$ cat config.mk
export PLATFORM = sky130hd
export DESIGN_NAME = ik_swift_host_bridge
export DESIGN_NICKNAME = d
export VERILOG_FILES = /design/src/rtl/ik_swift_pkg.sv /design/src/rtl/ik_swift_result_ser.sv /design/src/rtl/ik_swift_host_bridge.sv
export SDC_FILE = /design/constraint.sdc
export NUM_CORES = 2
export LEC_CHECK = 0
export ABC_CLOCK_PERIOD_IN_PS = 7200
export BUFFER_PORTS_ARGS = -buffer_cell sky130_fd_sc_hd__buf_2
export CAP_MARGIN = 20
export CORE_MARGIN = 3
export CORE_UTILIZATION = 35
export CTS_CLUSTER_DIAMETER = 30
export DETAILED_ROUTE_END_ITERATION = 8
export GPL_ROUTABILITY_DRIVEN = 1
export PLACE_DENSITY = 0.54
export SLEW_MARGIN = 20
export SYNTH_ARGS = -nofsm -noshare
export SYNTH_HDL_FRONTEND = slang
export SYNTH_SLANG_ARGS = --single-unit
$ cat constraint.sdc
create_clock -name clk -period 7.2 [get_ports clk]
set_input_delay 0 -clock clk [delete_from_list [all_inputs] [get_ports clk]]
set_output_delay 0 -clock clk [all_outputs]
set_load 0.01 [all_outputs]
$ cat src/rtl/ik_swift_pkg.sv
// Shared types and constants for the ik_swift core and its host bridge.
// Word width, joint/pose counts, word type and the bridge state encoding.
package ik_swift_pkg;

  localparam int IK_WIDTH      = 36;
  localparam int IK_NUM_JOINTS = 6;
  localparam int IK_POSE_WORDS = 6;

  typedef logic [IK_WIDTH-1:0] word_t;

  typedef enum logic [2:0] {
    IDLE,
    LOAD,
    DRAIN,
    START,
    WAIT,
    UNLOAD
  } bridge_state_t;

endpackage

$ cat src/rtl/ik_swift_result_ser.sv
// Parallel-to-serial result register: loads all joints at once, then
// emits them word 0 first on a valid/ready stream with last on the final word.
module ik_swift_result_ser #(
  parameter int WIDTH      = 36,
  parameter int NUM_JOINTS = 6
) (
  input  logic                        clk,
  input  logic                        reset,
  input  logic                        load,
  input  logic [NUM_JOINTS*WIDTH-1:0] load_data,
  output logic                        out_valid,
  input  logic                        out_ready,
  output logic [WIDTH-1:0]            out_data,
  output logic                        out_last
);

  localparam int IW = (NUM_JOINTS > 1) ? $clog2(NUM_JOINTS) : 1;
  localparam logic [IW-1:0] LAST_IDX = IW'(NUM_JOINTS - 1);

  logic [NUM_JOINTS*WIDTH-1:0] res_q, res_d;
  logic [IW-1:0]               idx_q, idx_d;
  logic                        valid_q, valid_d;
  logic                        at_last;

  assign at_last = (idx_q == LAST_IDX);

  always_comb begin
    res_d   = res_q;
    idx_d   = idx_q;
    valid_d = valid_q;
    if (load) begin
      res_d   = load_data;
      idx_d   = '0;
      valid_d = 1'b1;
    end else if (valid_q && out_ready) begin
      if (at_last) valid_d = 1'b0;
      else         idx_d   = idx_q + 1'b1;
    end
  end

  always_ff @(posedge clk) begin
    if (reset) begin
      res_q   <= '0;
      idx_q   <= '0;
      valid_q <= 1'b0;
    end else begin
      res_q   <= res_d;
      idx_q   <= idx_d;
      valid_q <= valid_d;
    end
  end

  assign out_valid = valid_q;
  assign out_data  = res_q[int'(idx_q)*WIDTH +: WIDTH];
  assign out_last  = valid_q && at_last;

endmodule

$ cat src/rtl/ik_swift_host_bridge.sv
// Host front end for ik_swift: loads a theta+pose frame word by word,
// starts the core, waits (with timeout) and streams the solved angles back.
module ik_swift_host_bridge
  import ik_swift_pkg::*;
#(
  parameter int WIDTH      = IK_WIDTH,
  parameter int NUM_JOINTS = IK_NUM_JOINTS,
  parameter int POSE_WORDS = IK_POSE_WORDS,
  parameter int TIMEOUT    = 4096
) (
  input  logic                        clk,
  input  logic                        reset,
  input  logic                        in_valid,
  output logic                        in_ready,
  input  logic [WIDTH-1:0]            in_data,
  input  logic                        in_last,
  output logic                        core_start,
  output logic [NUM_JOINTS*WIDTH-1:0] core_theta,
  output logic [POSE_WORDS*WIDTH-1:0] core_target,
  input  logic                        core_done,
  input  logic [NUM_JOINTS*WIDTH-1:0] core_result,
  output logic                        out_valid,
  input  logic                        out_ready,
  output logic [WIDTH-1:0]            out_data,
  output logic                        out_last,
  output logic                        err_frame,
  output logic                        err_timeout
);

  localparam int FRAME = NUM_JOINTS + POSE_WORDS;
  localparam int CW    = $clog2(FRAME + 1);
  localparam int TW    = (TIMEOUT > 0) ? $clog2(TIMEOUT + 1) : 1;

  localparam logic [CW-1:0] LAST_WORD = CW'(FRAME - 1);
  localparam logic [CW-1:0] NJ_C      = CW'(NUM_JOINTS);
  localparam logic [TW-1:0] TO_LAST   =
    (TIMEOUT > 0) ? TW'(TIMEOUT - 1) : '0;

  bridge_state_t state_q, state_d;
  logic [CW-1:0] cnt_q, cnt_d;
  logic [TW-1:0] tmr_q, tmr_d;
  logic [NUM_JOINTS*WIDTH-1:0] theta_q, theta_d;
  logic [POSE_WORDS*WIDTH-1:0] target_q, target_d;
  logic err_frame_q, err_frame_d;
  logic err_timeout_q, err_timeout_d;

  logic          accept;
  logic          ser_load;
  logic [CW-1:0] idx;
  int            slot;

  assign in_ready = !reset &&
    (state_q == IDLE || state_q == LOAD || state_q == DRAIN);
  assign accept   = in_valid && in_ready;

  always_comb begin
    state_d       = state_q;
    cnt_d         = cnt_q;
    tmr_d         = tmr_q;
    theta_d       = theta_q;
    target_d      = target_q;
    err_frame_d   = err_frame_q;
    err_timeout_d = err_timeout_q;
    ser_load      = 1'b0;
    // The first word of a frame is always slot 0, whatever cnt holds.
    idx           = (state_q == IDLE) ? '0 : cnt_q;
    slot          = int'(idx);
    unique case (state_q)
      IDLE, LOAD: begin
        if (accept) begin
          if (idx < NJ_C)
            theta_d[slot*WIDTH +: WIDTH] = in_data;
          else
            target_d[(slot-NUM_JOINTS)*WIDTH +: WIDTH] = in_data;
          if (in_last) begin
            cnt_d = '0;
            if (idx == LAST_WORD) begin
              state_d = START;
            end else begin
              err_frame_d = 1'b1;
              state_d     = IDLE;
            end
          end else if (idx == LAST_WORD) begin
            // Frame is full but the host keeps sending: swallow the rest.
            cnt_d       = '0;
            err_frame_d = 1'b1;
            state_d     = DRAIN;
          end else begin
            cnt_d   = idx + 1'b1;
            state_d = LOAD;
          end
        end
      end
      DRAIN: begin
        if (accept && in_last) state_d = IDLE;
      end
      START: begin
        tmr_d   = '0;
        state_d = WAIT;
      end
      WAIT: begin
        if (core_done) begin
          ser_load = 1'b1;
          state_d  = UNLOAD;
        end else if ((TIMEOUT != 0) && (tmr_q == TO_LAST)) begin
          err_timeout_d = 1'b1;
          state_d       = IDLE;
        end else begin
          tmr_d = tmr_q + 1'b1;
        end
      end
      UNLOAD: begin
        if (out_valid && out_ready && out_last) state_d = IDLE;
      end
      default: state_d = IDLE;
    endcase
  end

  always_ff @(posedge clk) begin
    if (reset) begin
      state_q       <= IDLE;
      cnt_q         <= '0;
      tmr_q         <= '0;
      theta_q       <= '0;
      target_q      <= '0;
      err_frame_q   <= 1'b0;
      err_timeout_q <= 1'b0;
    end else begin
      state_q       <= state_d;
      cnt_q         <= cnt_d;
      tmr_q         <= tmr_d;
      theta_q       <= theta_d;
      target_q      <= target_d;
      err_frame_q   <= err_frame_d;
      err_timeout_q <= err_timeout_d;
    end
  end

  assign core_start  = (state_q == START);
  assign core_theta  = theta_q;
  assign core_target = target_q;
  assign err_frame   = err_frame_q;
  assign err_timeout = err_timeout_q;

  ik_swift_result_ser #(
    .WIDTH      (WIDTH),
    .NUM_JOINTS (NUM_JOINTS)
  ) u_ser (
    .clk       (clk),
    .reset     (reset),
    .load      (ser_load),
    .load_data (core_result),
    .out_valid (out_valid),
    .out_ready (out_ready),
    .out_data  (out_data),
    .out_last  (out_last)
  );

endmodule
After elaboration in Yosys (flattened, before gate mapping):

Cells that the tools add are included.

* word-level logic and storage cells: 93
* flip-flop bits (word level): 674

* add/sub/neg operators: 6
* muxes and demuxes: 25
* bitwise operators: 3
* $lt $le $gt $ge: 1
* multiply operators: 3
* reduce and logical (&&, ||, !) cells: 25
* equal/unequal tests: 15
* shifts and indexed selects: 5

Operators with widths (count)
* $bwmux W216: 2
* $shift A36 B33 Y216 const A: 2
* $shiftx A36 B33 Y216: 2
* $shiftx A216 B32 Y36: 1
* $neg A10 Y33: 1
* $neg A12 Y33: 1
* $mux W13: 2
* $pmux W13 S2: 1
* $mux W3: 6
* $pmux W3 S5: 1
* $add A13 B1 Y13 const B: 1
* $eq A13 B12 Y1 const B: 1
* $mux W4: 3
* $reduce_and A3 Y1: 4
* $mul A5 B5 Y10 const B: 1
* $ne A2 B2 Y1 const B: 5
* $eq A3 B3 Y1 const B: 3
* $mul A4 B4 Y8 const B: 1
* $mux W1: 8
* $reduce_and A4 Y1: 2
* $reduce_bool A2 Y1: 4
* $mul A3 B4 Y7 const B: 1
* $eq A3 B2 Y1 const B: 2
* $logic_and A1 B1 Y1: 6
* 15 further kinds: 22

Logic depth before layout (Yosys ltp):

* depth in word-level cells: 8
* depth in mapped cells: 25
* depth with buffers taken out: 23

By module:

A second synthesis with hierarchy kept.

* cells, all modules: 3855
* area total of the unflattened synthesis: 33754.9 µm²

Modules (own cells, without submodules)
* ik_swift_host_bridge: cells an instance 2928, sequential area each 9088.7 µm², area an instance 24207.0 µm², instances 1
* ik_swift_result_ser: cells an instance 927, sequential area each 4404.2 µm², area an instance 9547.9 µm², instances 1

Worst setup path after synthesis:

No wires, ideal clock.

* path kind: register to register
* start point: register cnt_q[0]
* end point: register target_q[185], in the netlist core_target[185]
* setup time: 0.065 ns
* path slack: 0.979 ns
* stages on the path, launching flop included: 23
* period minus slack after synthesis: 6.221 ns
* data arrival time: 6.156 ns
* required time: 7.135 ns
* cells stage by stage: dfxtp_1 clkbuf_1 o31a_1 buf_2 buf_4 buf_1 clkbuf_1 ha_1 ha_1 inv_1 fa_1 or3b_1 nor4_4 nand2_1 ha_1 or4_1 nor3_1 nand4b_1 buf_4 buf_2 nor4_2 mux2_2 nor2_1

* cells in the longest elaborated chain, start to end: 6
* elaborated cells between the ends (all ways): 10

Ends and longest elaborated chain
* start: declaration: RTL line ik_swift_host_bridge.sv:40 `logic [CW-1:0] cnt_q, cnt_d;`
* start signal: assignment: RTL line ik_swift_host_bridge.sv:130 `cnt_q <= cnt_d;`
* $mux W4 *: RTL line ik_swift_host_bridge.sv:66 `idx = (state_q == IDLE) ? '0 : cnt_q;`
* $sub A4 B3 Y5: RTL line ik_swift_host_bridge.sv:74 `target_d[(slot-NUM_JOINTS)*WIDTH +: WIDTH] = in_data;`
* $mul A5 B5 Y10: RTL line ik_swift_host_bridge.sv:74
* $neg A12 Y33: RTL line ik_swift_host_bridge.sv:74
* $shiftx A36 B33 Y216 or $shift A36 B33 Y216 (tied branches): RTL line ik_swift_host_bridge.sv:74
* $bwmux W216: RTL line ik_swift_host_bridge.sv:74
* end signal: assignment: RTL line ik_swift_host_bridge.sv:133 `target_q <= target_d;`
* end: declaration: RTL line ik_swift_host_bridge.sv:43 `logic [POSE_WORDS*WIDTH-1:0] target_q, target_d;`

Every way passes the cells marked *; elsewhere a longest branch is shown, timed or not.
A chain may end at the register's enable or synchronous reset.

Final worst setup path:

* start point: register state_q[2]
* end point: register target_q[11], in the netlist core_target[11]

* cells in the longest elaborated chain, start to end: 7
* elaborated cells between the ends (all ways): 18

Ends and longest elaborated chain
* start: declaration: RTL line ik_swift_host_bridge.sv:39 `bridge_state_t state_q, state_d;`
* start signal: assignment: RTL line ik_swift_host_bridge.sv:129 `state_q <= state_d;`
* $logic_not A3 Y1: RTL line ik_swift_host_bridge.sv:53, ik_swift_host_bridge.sv:66, ik_swift_host_bridge.sv:68
* $mux W4: RTL line ik_swift_host_bridge.sv:66
* $sub A4 B3 Y5: RTL line ik_swift_host_bridge.sv:74
* $mul A5 B5 Y10: RTL line ik_swift_host_bridge.sv:74
* $neg A12 Y33: RTL line ik_swift_host_bridge.sv:74
* $shiftx A36 B33 Y216 or $shift A36 B33 Y216 (tied branches): RTL line ik_swift_host_bridge.sv:74
* $bwmux W216: RTL line ik_swift_host_bridge.sv:74

Several ways; a longest one is shown, not always the timed one.

==> impl_results.md <==
* Hold-fix buffers, CTS at 364
* DRT Pass-1 Iters at 8
* Synth area leaders: dfxtp_1 (39%), mux2i_1 (11%), nand2_1 (6.7%)
* Final GP Congestion at 0.9845
* Site Rows at 114
* Max Slew Vio Count at 0
* Min Tclk post-route at 6595 ps
* Met1 Track Usage GR at 37.62%
* DRC Markers at 0
* Clk Latency, worst-skew pair at 760 ps
* Critical Path AT at 7240 ps
* Worst setup path end: core_target[11]$_SDFFE_PP0P_
* Synth Area in Adders at 0.9601%
* Synth top area share at 38.92%
* Core region area at 97420 um2
* Post-CTS Resized at 0
* Largest family of logic cells by synthesized area: simple AND/OR/NAND/NOR gates
* Period utilization at 91.59%
* Iter 0 DRT Violations at 4194
* Mux cell area share after synthesis at 15.03%
* Largest net degree at the start of global routing at 193
* Critical R2R Launch: state_q[2]$_SDFFE_PP0P_
* Wire per inst at 25.44 um
* CP Launch Point: state_q[2]$_SDFFE_PP0P_
* Global Route Usage Sum at 31.04%
* First-pass GRT wire length at 241800 um
* Seq cells post-synth at 674
* WP data required at 7840 ps
* Max-Cap Viols at 0
* Final HPWL from detailed placement at 118800 um
* Syn_nets at 4406
* Number of synthesized flops with an enable pin at 0
* Port bufs at 731
* Initial Util at 35.58%
* Syn Inst Count at 4122
* Synth Area in Compound Gates at 18.81%
* Initial antenna violation count at 5
* Dominant cell type by area after synthesis: dfxtp_1
* Fmax at 151.6 MHz
* Area Overhead vs Synth at 41.67%
* Die W at 320.7 um
* PwrDens at 246.7 nW/um2
* Die ar. at 102900 um2
* Simple-Gate Fraction of Synth Area at 21.00%
* Met2 GRT Util at 49.83%
* CTS sink cnt at 674
* CTS tree: done
* Nature of the critical path startpoint: register
* FF-to-FF setup slack at 610 ps
* Yosys warnings at 0
* Final setup fails at 0
* Most frequent cells in the layout: buf_2 (730), dfxtp_1 (671), nand2_1 (614), a21oi_1 (376), nor2_1 (375)
* Vias in the first global route at 36.71k
* Final Non-Filler Cells at 6584
* Max IR drop VDD at 0.0002031 V
* Met3 Resource Use GR at 9.522%
* Setup_tns at 0 ps
* Root Buffer: clkbuf_16
* Busiest grt layer: met2
* Antenna-violating nets left at 0
* Total CTS buffers at 167
* RSZ-0062 raised after global routing: no
* Synth Area per Inst at 8.410 um2
* Final hold violation count at 0
* Post-Synthesis Cell Area at 34660 um2
* CP max FO at 38
* Synth Area in XOR/XNOR at 0.7616%
* Via density at 5.726
* Hold WC Path Type: in -> reg
* Setup bufs post-CTS at 0
* Top_reg_cell synth: dfxtp_1
* Routed via count at 37.70k
* Async S/R FF share, synth at 0%
* Yosys cell types at 90
* Final Skew at 25.21 ps
* Maximum root-to-sink buffer count at 3
* Cells after DPL at 5911
* Reg2reg path depth at 22
* Clk slew on worst S/H paths at 40 ps
* DIE HEIGHT at 320.7 um
* Relative slew margins at 13.53%
* Ports at 732
* Total gr overflow at 0
* Status: completed
* Worst setup EP type: register
* Most common cell after layout, fill and taps aside: buf_2
* Setup Crit Path Kind: reg -> reg
* Worst-Margin Slew at 1289 ps
* Static Leakage at 20.08 nW
* Worst r2r dst: core_target[11]$_SDFFE_PP0P_
* H-tree levels at 4
* Share of post-route cells with drive strength above 1 at 24.17%
* Seq/Total Area, Yosys at 38.92%
* Final wirelength at 167500 um
* Fin nets at 5453
[stage by stage]
step	instance area (um2)	hold slack (ps)	total power, W	setup slack [ps]	utilization [%]
finish	49110	44.15	0.01212	605.4	50.41
global route	49110	38.05	0.01243	324.4	50.41
CTS	49070	0.1901	0.01217	674.5	50.37
detailed placement	39580	244.6	0.004351	707.9	40.63
global placement	39580	241.0	0.004352	781.6	40.62
floorplan	34660	136.0	0.004083	978.8	-
[cell families after synthesis]
| family | count (synthesis) |
|---|---|
| simple gates | 1536 |
| compound gates | 1007 |
| flops | 674 |
| mux | 452 |
| buf+inv | 400 |
| xor+xnor | 27 |
| fa+ha+maj | 26 |
[metal layers]
| metal | wire length [um] | vias up | part of all wire [%] |
|---|---|---|---|
| met5 | 0 | - | 0 |
| met3 | 16820 | 459 | 10 |
| met1 | 65700 | 18050 | 39 |
| li1 | - | 17100 | - |
| met4 | 8786 | 0 | 5.2 |
| met2 | 76210 | 2086 | 45 |
[cell usage after synthesis (12+ instances only)]
cell	n
dfxtp_1	674
nand2_1	615
nor2_1	379
a21oi_1	376
mux2i_1	373
clkbuf_1	256
o22ai_1	163
nor3_1	157
nand3_1	101
a211oi_1	91
o21ai_0	85
inv_1	78
nand2b_1	76
mux4_2	52
nand4_1	41
o211ai_1	29
buf_2	27
nor2b_1	27
o32ai_1	27
buf_1	26
ha_1	25
a22oi_1	24
mux2_2	22
nor4_1	22
nor4_4	22
o2bb2ai_1	19
and2_1	17
a31oi_1	16
or3_1	16
o32a_1	14
o22a_1	13
xnor2_1	13
o21a_1	12
xor2_1	12
[layout make-up]
class / instances / area, um2
clock buffer: 215 / 4671
sequential: 674 / 13500
inverter: 84 / 315.3
fill: 9220 / 48310
timing repair buffer: 1194 / 8138
antenna: 3 / 7.507
clock inverter: 90 / 1172
multi-input combinational: 3048 / 19710
tap: 1276 / 1597
[state kept, by name, summed over array words and instances, names as in the netlist, 3 cells and up]
register and count:
state_q 3, tmr_q 13, u_ser.idx_q 3, cnt_q 4
core_theta 216, core_target 216, u_ser.res_q 216
[report_power, final]
group | switching (W) | internal, W | total (W)
clock network | 0.00248 | 0.00518 | 0.00766
logic | 0.000404 | 0.000281 | 0.000685
registers | 0.00000974 | 0.00376 | 0.00377
[critical path, stage by stage, from the launching register on]
cell	delay [ps]
dfxtp_1	300
buf_4	200
o31ai_4	410
inv_2	160
ha_1	240
inv_1	60
ha_1	260
inv_1	130
ha_1	160
ha_1	170
inv_1	60
fa_1	610
or3b_1	440
nor3_1	470
nand2_1	110
ha_1	320
or4_1	500
nor3_1	170
nand4b_1	230
buf_12	290
nor3_2	350
o221ai_1	370
mux2_2	370
[worst min-delay path by stage]
stage                           from                             to  slack (ps)  cells after the start
floorplan             core_result[0]    u_ser.res_q[0]$_SDFFE_PP0P_         140                      2
global placement     core_result[47]   u_ser.res_q[47]$_SDFFE_PP0P_         240                      3
detailed placement   core_result[36]   u_ser.res_q[36]$_SDFFE_PP0P_         240                      3
CTS                  core_result[28]   u_ser.res_q[28]$_SDFFE_PP0P_         0.2                      4
global route         core_result[33]   u_ser.res_q[33]$_SDFFE_PP0P_          40                      4
finish              core_result[178]  u_ser.res_q[178]$_SDFFE_PP0P_          40                      4
Power figures use the tool's default switching activity.
